### config.mk
export PLATFORM = sky130hd
export DESIGN_NAME = midi_in
export DESIGN_NICKNAME = d
export VERILOG_FILES = /design/src/rtl/midi_in.sv
export SDC_FILE = /design/constraint.sdc
export NUM_CORES = 1
export LEC_CHECK = 0
export ABC_AREA = 1
export CAP_MARGIN = 40
export CORE_ASPECT_RATIO = 1.2
export CORE_UTILIZATION = 45
export CTS_CLUSTER_SIZE = 14
export DETAILED_ROUTE_END_ITERATION = 10
export GPL_TIMING_DRIVEN = 0
export PLACE_DENSITY = 0.78
export SYNTH_ARGS = -nofsm -noshare
export SYNTH_HDL_FRONTEND = slang
export SYNTH_SLANG_ARGS = --single-unit
### constraint.sdc
create_clock -name clk -period 1.48 [get_ports clk]
set_clock_uncertainty 0.15 [all_clocks]
set_input_delay 0.148 -clock clk [delete_from_list [all_inputs] [get_ports clk]]
set_output_delay 0.148 -clock clk [all_outputs]
set_load 0.02 [all_outputs]
### src/rtl/midi_in.sv
// MIDI serial receiver and channel-voice parser with running status.
// Emits one-cycle note on/off events for the downstream player.
module midi_in #(
    parameter int CLK_HZ  = 12000000,
    parameter int BAUD    = 31250,
    parameter int CHANNEL = 16
) (
    input  logic       clk,
    input  logic       rst_n,
    input  logic       rx,
    output logic [7:0] midi_data,
    output logic       midi_valid,
    output logic       note_on,
    output logic [6:0] velocity,
    output logic       framing_error
);

    localparam int CPB   = CLK_HZ / BAUD;
    localparam int CNT_W = (CPB > 1) ? $clog2(CPB) : 1;
    localparam logic [CNT_W-1:0] BIT_LAST  = CNT_W'(CPB - 1);
    localparam logic [CNT_W-1:0] HALF_LAST = CNT_W'(CPB / 2 - 1);
    localparam logic [3:0] CH_SEL = 4'(CHANNEL % 16);
    localparam logic       OMNI   = (CHANNEL >= 16);

    typedef enum logic [1:0] {
        RX_IDLE,
        RX_START,
        RX_DATA,
        RX_STOP
    } rx_state_t;

    rx_state_t r_state;
    rx_state_t w_state_nxt;

    logic             r_rx_meta;
    logic             r_rx_sync;
    logic             r_rx_prev;
    logic [CNT_W-1:0] r_cnt;
    logic [2:0]       r_bit_idx;
    logic [7:0]       r_shift;
    logic [7:0]       r_byte;
    logic             r_byte_stb;
    logic             r_ferr_pre;

    logic [7:0] r_rs;
    logic       r_have_d1;
    logic [6:0] r_d1;

    logic [7:0] r_midi_data;
    logic       r_midi_valid;
    logic       r_note_on;
    logic [6:0] r_velocity;
    logic       r_framing_error;

    logic w_tick_half;
    logic w_tick_bit;
    logic w_cnt_clr;
    logic w_shift_en;
    logic w_byte_done;
    logic w_frame_err;

    logic w_need_one;
    logic w_data_ok;
    logic w_note_msg;
    logic w_ch_match;
    logic w_emit;

    assign w_tick_half = (r_cnt == HALF_LAST);
    assign w_tick_bit  = (r_cnt == BIT_LAST);

    always_ff @(posedge clk) begin
        if (!rst_n) begin
            r_rx_meta <= 1'b1;
            r_rx_sync <= 1'b1;
            r_rx_prev <= 1'b1;
        end else begin
            r_rx_meta <= rx;
            r_rx_sync <= r_rx_meta;
            r_rx_prev <= r_rx_sync;
        end
    end

    always_ff @(posedge clk) begin
        if (!rst_n) begin
            r_state <= RX_IDLE;
        end else begin
            r_state <= w_state_nxt;
        end
    end

    // A line held low after a framing error gives no falling edge,
    // so a break cannot retrigger the receiver.
    always_comb begin
        w_state_nxt = r_state;
        unique case (r_state)
            RX_IDLE: begin
                if (r_rx_prev && !r_rx_sync) begin
                    w_state_nxt = RX_START;
                end
            end
            RX_START: begin
                if (w_tick_half) begin
                    w_state_nxt = r_rx_sync ? RX_IDLE : RX_DATA;
                end
            end
            RX_DATA: begin
                if (w_tick_bit && (r_bit_idx == 3'd7)) begin
                    w_state_nxt = RX_STOP;
                end
            end
            RX_STOP: begin
                if (w_tick_bit) begin
                    w_state_nxt = RX_IDLE;
                end
            end
            default: w_state_nxt = RX_IDLE;
        endcase
    end

    always_comb begin
        w_cnt_clr   = 1'b0;
        w_shift_en  = 1'b0;
        w_byte_done = 1'b0;
        w_frame_err = 1'b0;
        unique case (r_state)
            RX_IDLE:  w_cnt_clr = 1'b1;
            RX_START: w_cnt_clr = w_tick_half;
            RX_DATA: begin
                w_cnt_clr  = w_tick_bit;
                w_shift_en = w_tick_bit;
            end
            RX_STOP: begin
                w_cnt_clr   = w_tick_bit;
                w_byte_done = w_tick_bit && r_rx_sync;
                w_frame_err = w_tick_bit && !r_rx_sync;
            end
            default: w_cnt_clr = 1'b1;
        endcase
    end

    always_ff @(posedge clk) begin
        if (!rst_n) begin
            r_cnt      <= '0;
            r_bit_idx  <= '0;
            r_shift    <= '0;
            r_byte     <= '0;
            r_byte_stb <= 1'b0;
            r_ferr_pre <= 1'b0;
        end else begin
            r_cnt      <= w_cnt_clr ? '0 : r_cnt + 1'b1;
            r_byte_stb <= w_byte_done;
            r_ferr_pre <= w_frame_err;
            if (r_state != RX_DATA) begin
                r_bit_idx <= '0;
            end else if (w_shift_en) begin
                r_bit_idx <= r_bit_idx + 3'd1;
            end
            if (w_shift_en) begin
                r_shift <= {r_rx_sync, r_shift[7:1]};
            end
            if (w_byte_done) begin
                r_byte <= r_shift;
            end
        end
    end

    assign w_need_one = (r_rs[7:4] == 4'hC) || (r_rs[7:4] == 4'hD);
    assign w_data_ok  = r_byte_stb && !r_byte[7] && (r_rs != 8'h00);
    assign w_note_msg = (r_rs[7:5] == 3'b100);
    assign w_ch_match = OMNI || (r_rs[3:0] == CH_SEL);
    assign w_emit     = w_data_ok && r_have_d1 && w_note_msg && w_ch_match;

    // Realtime bytes (F8-FF) leave the parser untouched.
    always_ff @(posedge clk) begin
        if (!rst_n) begin
            r_rs      <= '0;
            r_have_d1 <= 1'b0;
            r_d1      <= '0;
        end else if (r_byte_stb) begin
            if (r_byte[7]) begin
                if (r_byte[7:3] != 5'b11111) begin
                    r_have_d1 <= 1'b0;
                    r_rs      <= (r_byte[7:4] == 4'hF) ? 8'h00 : r_byte;
                end
            end else if (r_rs != 8'h00) begin
                if (r_have_d1 || w_need_one) begin
                    r_have_d1 <= 1'b0;
                end else begin
                    r_d1      <= r_byte[6:0];
                    r_have_d1 <= 1'b1;
                end
            end
        end
    end

    always_ff @(posedge clk) begin
        if (!rst_n) begin
            r_midi_data     <= '0;
            r_midi_valid    <= 1'b0;
            r_note_on       <= 1'b0;
            r_velocity      <= '0;
            r_framing_error <= 1'b0;
        end else begin
            r_midi_valid    <= w_emit;
            r_framing_error <= r_ferr_pre;
            if (w_emit) begin
                r_midi_data <= {1'b0, r_d1};
                r_note_on   <= r_rs[4] && (r_byte[6:0] != 7'd0);
                r_velocity  <= r_byte[6:0];
            end
        end
    end

    assign midi_data     = r_midi_data;
    assign midi_valid    = r_midi_valid;
    assign note_on       = r_note_on;
    assign velocity      = r_velocity;
    assign framing_error = r_framing_error;

endmodule

[Yosys cells after proc, flatten, opt, wreduce, memory -nomap -nowiden]
Cells that the tools add are included.
Cells by class
  reduce and logical (&&, ||, !) cells: 25
  $add $sub $neg: 2
  eq/ne operators: 17
  multiplexer cells: 14
  bitwise gates (word level): 3
Operators by type and width (count)
  == test 4 bit, second input constant: 3
  two-way mux 2 bit: 5
  != test 2 bit, second input constant: 5
  adder 9 x 1 -> 9 bit, second input constant: 1
  == test 9 x 8 -> 1 bit, second input constant: 1
  == test 9 bit, second input constant: 1
  logical AND 1 bit: 9
  two-way mux 8 bit: 1
  one-hot mux 2 bit (4 select lines): 1
  AND reduction 4 bit: 2
  nonzero test 8 bit: 1
  nonzero test 7 bit: 1
  == test 3 bit, second input constant: 2
  two-way mux 1 bit: 6
  AND reduction 3 bit: 2
  OR reduction 2 bit: 3
  != test 5 bit, second input constant: 1
  == test 2 bit, second input constant: 2
  adder 3 x 1 -> 3 bit, second input constant: 1
  NOT 1 bit: 3
  one-hot mux 1 bit (3 select lines): 1
  == test 2 x 1 -> 1 bit, second input constant: 1
  logical NOT 1 bit: 2
  logical NOT 2 bit: 1
  4 further kinds: 5
Word-level totals
  register bits: 68
  input port bits: 3
  word-level logic and storage cells: 79
  output and inout port bits: 18

[Depth between registers and ports, before layout]
  depth after elaboration: 6
  mapped depth: 9
  mapped depth without buffers: 8

[Worst setup path after synthesis]
OpenSTA, ideal clock, no wires.
  path kind: register to register
  start point: register r_cnt[0]
  end point: register r_byte[7]
  slack: -0.157 ns
  data arrival time: 1.369 ns
  stages on the path, launching flop included: 9
  clock period less this slack: 1.637 ns
  library setup time: 0.118 ns
  cells stage by stage: dfxtp_1 ha_1 nand2_1 nor2_4 nand2_4 nor3_4 inv_4 o21ai_1 a21oi_1
On the way
  cells in the longest elaborated chain, start to end: 3
RTL lines
  start, declared: line 38  | logic [CNT_W-1:0] r_cnt;
  start signal, assigned: line 150  | r_cnt <= w_cnt_clr ? '0 : r_cnt + 1'b1;
  == test 9 bit: line 69  | assign w_tick_bit = (r_cnt == BIT_LAST);
  logical AND 1 bit: line 134  | w_byte_done = w_tick_bit && r_rx_sync;
  two-way mux 1 bit: line 125  | unique case (r_state)
  end signal, assigned: line 162  | r_byte <= r_shift;
  end, declared: line 41  | logic [7:0] r_byte;
No other way between the ends.
A chain may end at the register's enable or synchronous reset.

[Final worst setup path]
  start point: register r_rs[7]
  end point: register r_velocity[5] (netlist: velocity[5])
On the way
  cells in the longest elaborated chain, start to end: 4
  elaborated cells between the ends (all ways): 5
  those cells by class: eq/ne (1); reduce/logical (4)
RTL lines
  start, declared: line 45  | logic [7:0] r_rs;
  start signal, assigned: line 183  | r_rs <= (r_byte[7:4] == 4'hF) ? 8'h00 : r_byte;
  nonzero test 8 bit: line 168  | assign w_data_ok = r_byte_stb && !r_byte[7] && (r_rs != 8'h00);
  logical AND 1 bit: line 168
  logical AND 1 bit: line 171  | assign w_emit = w_data_ok && r_have_d1 && w_note_msg && w_ch_match;
  logical AND 1 bit (*): line 171
  end signal, assigned: line 209  | r_velocity <= r_byte[6:0];
  end, declared: line 52  | logic [6:0] r_velocity;
Mark *: on every way between the ends. The rest lies on a longest branch, timed or not.

==> flow_summary.rst <==
.. list-table::
   :header-rows: 1

   * - Metric
     - Value
   * - Result of the run
     - finished with violations
   * - Violated checks
     - negative setup slack
   * - Cell count after synthesis
     - 327
   * - Worst endpoint required time
     - 1.63 ns
   * - Die Outline Area
     - 0.00613 mm^2
   * - CORE AREA
     - about 0.0056 mm^2
   * - Drt initial violations
     - ~240
   * - Endpoint of the most critical register-to-register path
     - velocity[5]
   * - Total global-route track usage
     - 20.2%
   * - Met2 wire length
     - 3650 um
   * - Number of nets in the finished design
     - 389
   * - Height of the chip
     - about 86 um
   * - Count of final hold-check violations
     - 0
   * - Routed Wire Length
     - 6870 um
   * - Global placer's final weighted congestion
     - 0.956
   * - Maximum clock rate
     - 613 MHz
   * - Detailed-routed wire length on met3
     - about 400 um
   * - Die span in x
     - about 72 um
   * - ANT nets after route
     - 0
   * - Global-route wire length before repair
     - 9560 um
   * - Maximum clock insertion buffer count
     - 2
   * - Clock insertion delay at the later pin of the skew report
     - 0.36 ns
   * - Area growth, synth to finish
     - 40.1%
   * - Starting Density
     - 46.5%
   * - Most frequent standard cell in the layout excluding fill and tap cells
     - sky130_fd_sc_hd__dfxtp_1
   * - Type of the worst setup path
     - reg -> reg
   * - Diode count
     - 0
   * - Inst Count DP
     - 410
   * - PwrDens
     - between 1000 and 1500 mW/mm^2
   * - Unrepaired setup endpoints after global routing
     - true
   * - Crit path DAT
     - 1.78 ns
   * - Worst setup slack for register-to-register paths
     - -0.15 ns
   * - Number of instances on the worst hold path
     - 2
   * - CTS H-tree depth
     - 3
   * - Commonest non-fill, non-tap cells in the layout
     - sky130_fd_sc_hd__dfxtp_1 (57), sky130_fd_sc_hd__nand2_1 (37), sky130_fd_sc_hd__nor2_1 (36)
   * - Half-perimeter wire length after placement
     - 3570 um
   * - Vias after detailed routing
     - 2434
   * - R2r worst-path depth
     - 7
   * - Hold Crit Class
     - in -> reg
   * - Filler Cell Count
     - 419
   * - Vias in the first global route
     - 2256
   * - Number of vias per cell after detailed routing
     - about 5.4
   * - LEAKAGE
     - 0.00147 uW
   * - Area of the mapped netlist
     - 0.00262 mm^2
   * - Post-synthesis cell type count
     - 33
   * - Proportion of layout cells with a drive suffix above 1
     - 31.7%
   * - Total of max-cap violations
     - 0
   * - Worst r2r src
     - r_rs[7]
   * - Launching instance or port of the critical path
     - r_rs[7]
   * - Worst IR Drop VDD
     - ~800 uV
   * - CP Launch Type
     - flop
   * - Final worst slack
     - -0.151 ns
   * - Average wire per cell in the routed design
     - about 15 um
   * - Worst Setup End Kind
     - flop
   * - CTS clock-pin slew for the worst setup and hold paths
     - ~0.080 ns
   * - Number of port buffers
     - 19
   * - Maximum fanout along the worst path
     - 7
   * - Overall power of the completed layout
     - 3740 uW
   * - CTS tree
     - yes
   * - Net count after synthesis
     - 333
   * - Post-synthesis sequential element count
     - 68
   * - Clock sink count
     - 68
   * - Num ports
     - 21
   * - Portion of the post-synthesis area used by sequential elements
     - 52.0%
   * - Met1 wire length
     - 2580 um
   * - Pin slew with the least headroom to its limit
     - approximately 0.69 ns
   * - Syn. warnings
     - 0
   * - Number of optimization iterations in the first detailed-route pass
     - 4
   * - Crit share post-route
     - 110%
   * - Residual overflow from global routing
     - 0
   * - Maximum number of pins on one net before global-route repair
     - 12
   * - Total count of max-transition violations in the final report
     - 0
   * - Clock tree root driver cell
     - sky130_fd_sc_hd__clkbuf_8
   * - Tightest slew margin relative to the limit
     - 54.2%
   * - Post-synthesis area per instance
     - 8.01 um^2
   * - Fin util
     - around two thirds
   * - Total Neg Setup Slack
     - -3.88 ns
   * - Number of buffers created by CTS
     - 9
   * - Final setup vio count
     - 48
   * - Uppermost routed layer
     - met4
   * - Number of standard cells in the layout, taps in and fillers out
     - 452
   * - Min Clock Period, post-route
     - 1.63 ns
   * - Number of antenna violations at the first check in global routing
     - 0
   * - Setup crit end
     - velocity[5]
   * - Remaining routing DRC violations
     - 0
   * - Cell row count
     - 30
==> report_power, final <==
part           internal (uW)  switching, uW  leakage, uW  total, uW
logic                   29.7           64.3     0.000800       93.9
registers               1830           4.05     0.000555       1830
clock network           1090            724     0.000116       1810
==> final cells by class <==
| type | count | area (um^2) | area share [%] |
|---|---|---|---|
| Timing Repair Buffer | 41 | 374 | 10.2 |
| Tap cell | 64 | 80.1 | 2.18 |
| Multi-Input combinational cell | 216 | 1360 | 37.1 |
| Clock buffer | 13 | 169 | 4.60 |
| Clock inverter | 3 | 67.6 | 1.84 |
| Buffer | 10 | 72.6 | 1.98 |
| Inverter | 36 | 148 | 4.02 |
| Timing Repair inverter | 1 | 11.3 | 0.307 |
| Sequential cell | 68 | 1390 | 37.8 |
==> cell usage after synthesis <==
cell	number	share of area, %
sky130_fd_sc_hd__dfxtp_1	68	52
sky130_fd_sc_hd__nand2_1	54	7.7
sky130_fd_sc_hd__a21oi_1	41	7.8
sky130_fd_sc_hd__nor2_1	36	5.2
sky130_fd_sc_hd__inv_1	29	4.2
sky130_fd_sc_hd__o21ai_0	22	4.2
sky130_fd_sc_hd__nand3_1	18	3.4
sky130_fd_sc_hd__clkbuf_1	5	0.72
sky130_fd_sc_hd__inv_2	5	0.72
sky130_fd_sc_hd__o21ai_1	5	0.96
sky130_fd_sc_hd__xor2_1	4	1.3
sky130_fd_sc_hd__buf_4	3	0.86
sky130_fd_sc_hd__ha_1	3	1.4
sky130_fd_sc_hd__nand4_1	3	0.72
sky130_fd_sc_hd__nor3_1	3	0.57
sky130_fd_sc_hd__nor4_1	3	0.72
sky130_fd_sc_hd__xnor2_1	3	1.0
sky130_fd_sc_hd__buf_2	2	0.38
sky130_fd_sc_hd__nand3_2	2	0.76
sky130_fd_sc_hd__nor2_2	2	0.48
sky130_fd_sc_hd__nor3_2	2	0.76
sky130_fd_sc_hd__or2_1	2	0.48
sky130_fd_sc_hd__or2_2	2	0.48
sky130_fd_sc_hd__a21oi_2	1	0.33
sky130_fd_sc_hd__and2_1	1	0.24
sky130_fd_sc_hd__clkinv_1	1	0.14
sky130_fd_sc_hd__conb_1	1	0.14
sky130_fd_sc_hd__inv_4	1	0.24
sky130_fd_sc_hd__nand2_2	1	0.24
sky130_fd_sc_hd__nand2_4	1	0.43
sky130_fd_sc_hd__nor2_4	1	0.43
sky130_fd_sc_hd__nor3_4	1	0.62
sky130_fd_sc_hd__nor3b_1	1	0.29
==> stage by stage <==
| stage | hold WS [ns] | area (um^2) | worst slack [ns] |
|---|---|---|---|
| finish | 0.208 | 3670 | -0.151 |
| global route | 0.205 | 3670 | -0.228 |
| global placement | 0.248 | 2910 | -0.304 |
| detailed placement | 0.261 | 2910 | -0.320 |
| floorplan | 0.105 | 2640 | -0.107 |
| CTS | 0.219 | 3390 | -0.112 |
==> repair_timing <==
action                                  CTS  global route
hold endpoints to repair                  0             0
buffers inserted                         13             9
gates resized for setup                  61            61
pin swaps                                 9            12
gates cloned                              2             3
endpoints found under the setup margin   78            63
hold buffers                              0             0
==> logic make-up (layout without fill, tap and decap cells) <==
family          after synthesis  in the layout  share of synthesized area, %
simple gates                133            135                          23.6
compound gates               69             70                          13.3
flops                        68             68                          52.0
buf+inv                      46            104                          7.21
xor+xnor                      7              7                          2.34
fa+ha+maj                     3              3                          1.43
other cells                   1              1                         0.143
==> metal layers <==
layer,vias to the layer above,global-route usage (%)
li1,1176,-
met1,1135,21.2
met2,100,36.5
met3,23,3.88
met4,0,13.2
met5,-,0
==> worst min path at each step <==
stage | start | end | slack, ns
6_report | rx | r_rx_meta | 0.21
3_3_place_gp | r_rx_meta | r_rx_sync | 0.25
4_1_cts | rx | r_rx_meta | 0.22
2_1_floorplan | rx | r_rx_meta | 0.10
5_1_grt | rx | r_rx_meta | 0.21
3_5_place_dp | r_rx_meta | r_rx_sync | 0.26
==> state kept, by name, indices dropped and copies added, names as in the netlist, named ones only <==
name,flops
r_byte_stb,1
r_rx_prev,1
r_have_d1,1
r_shift,8
note_on,1
r_rx_sync,1
r_byte,8
r_ferr_pre,1
midi_data,7
r_d1,7
velocity,7
r_state,1
r_bit_idx,3
framing_error,1
midi_valid,1
r_rx_meta,1
r_rs,8
r_cnt,9
==> critical path, cell delays in order, from the launching register on <==
cell	delay, ns
sky130_fd_sc_hd__dfxtp_4	0.37
sky130_fd_sc_hd__or2_4	0.23
sky130_fd_sc_hd__nor3_4	0.24
sky130_fd_sc_hd__inv_2	0.08
sky130_fd_sc_hd__nand3_4	0.11
sky130_fd_sc_hd__buf_8	0.15
sky130_fd_sc_hd__o21ai_1	0.08
sky130_fd_sc_hd__a21oi_1	0.15
(Power assumes the default switching activity.)
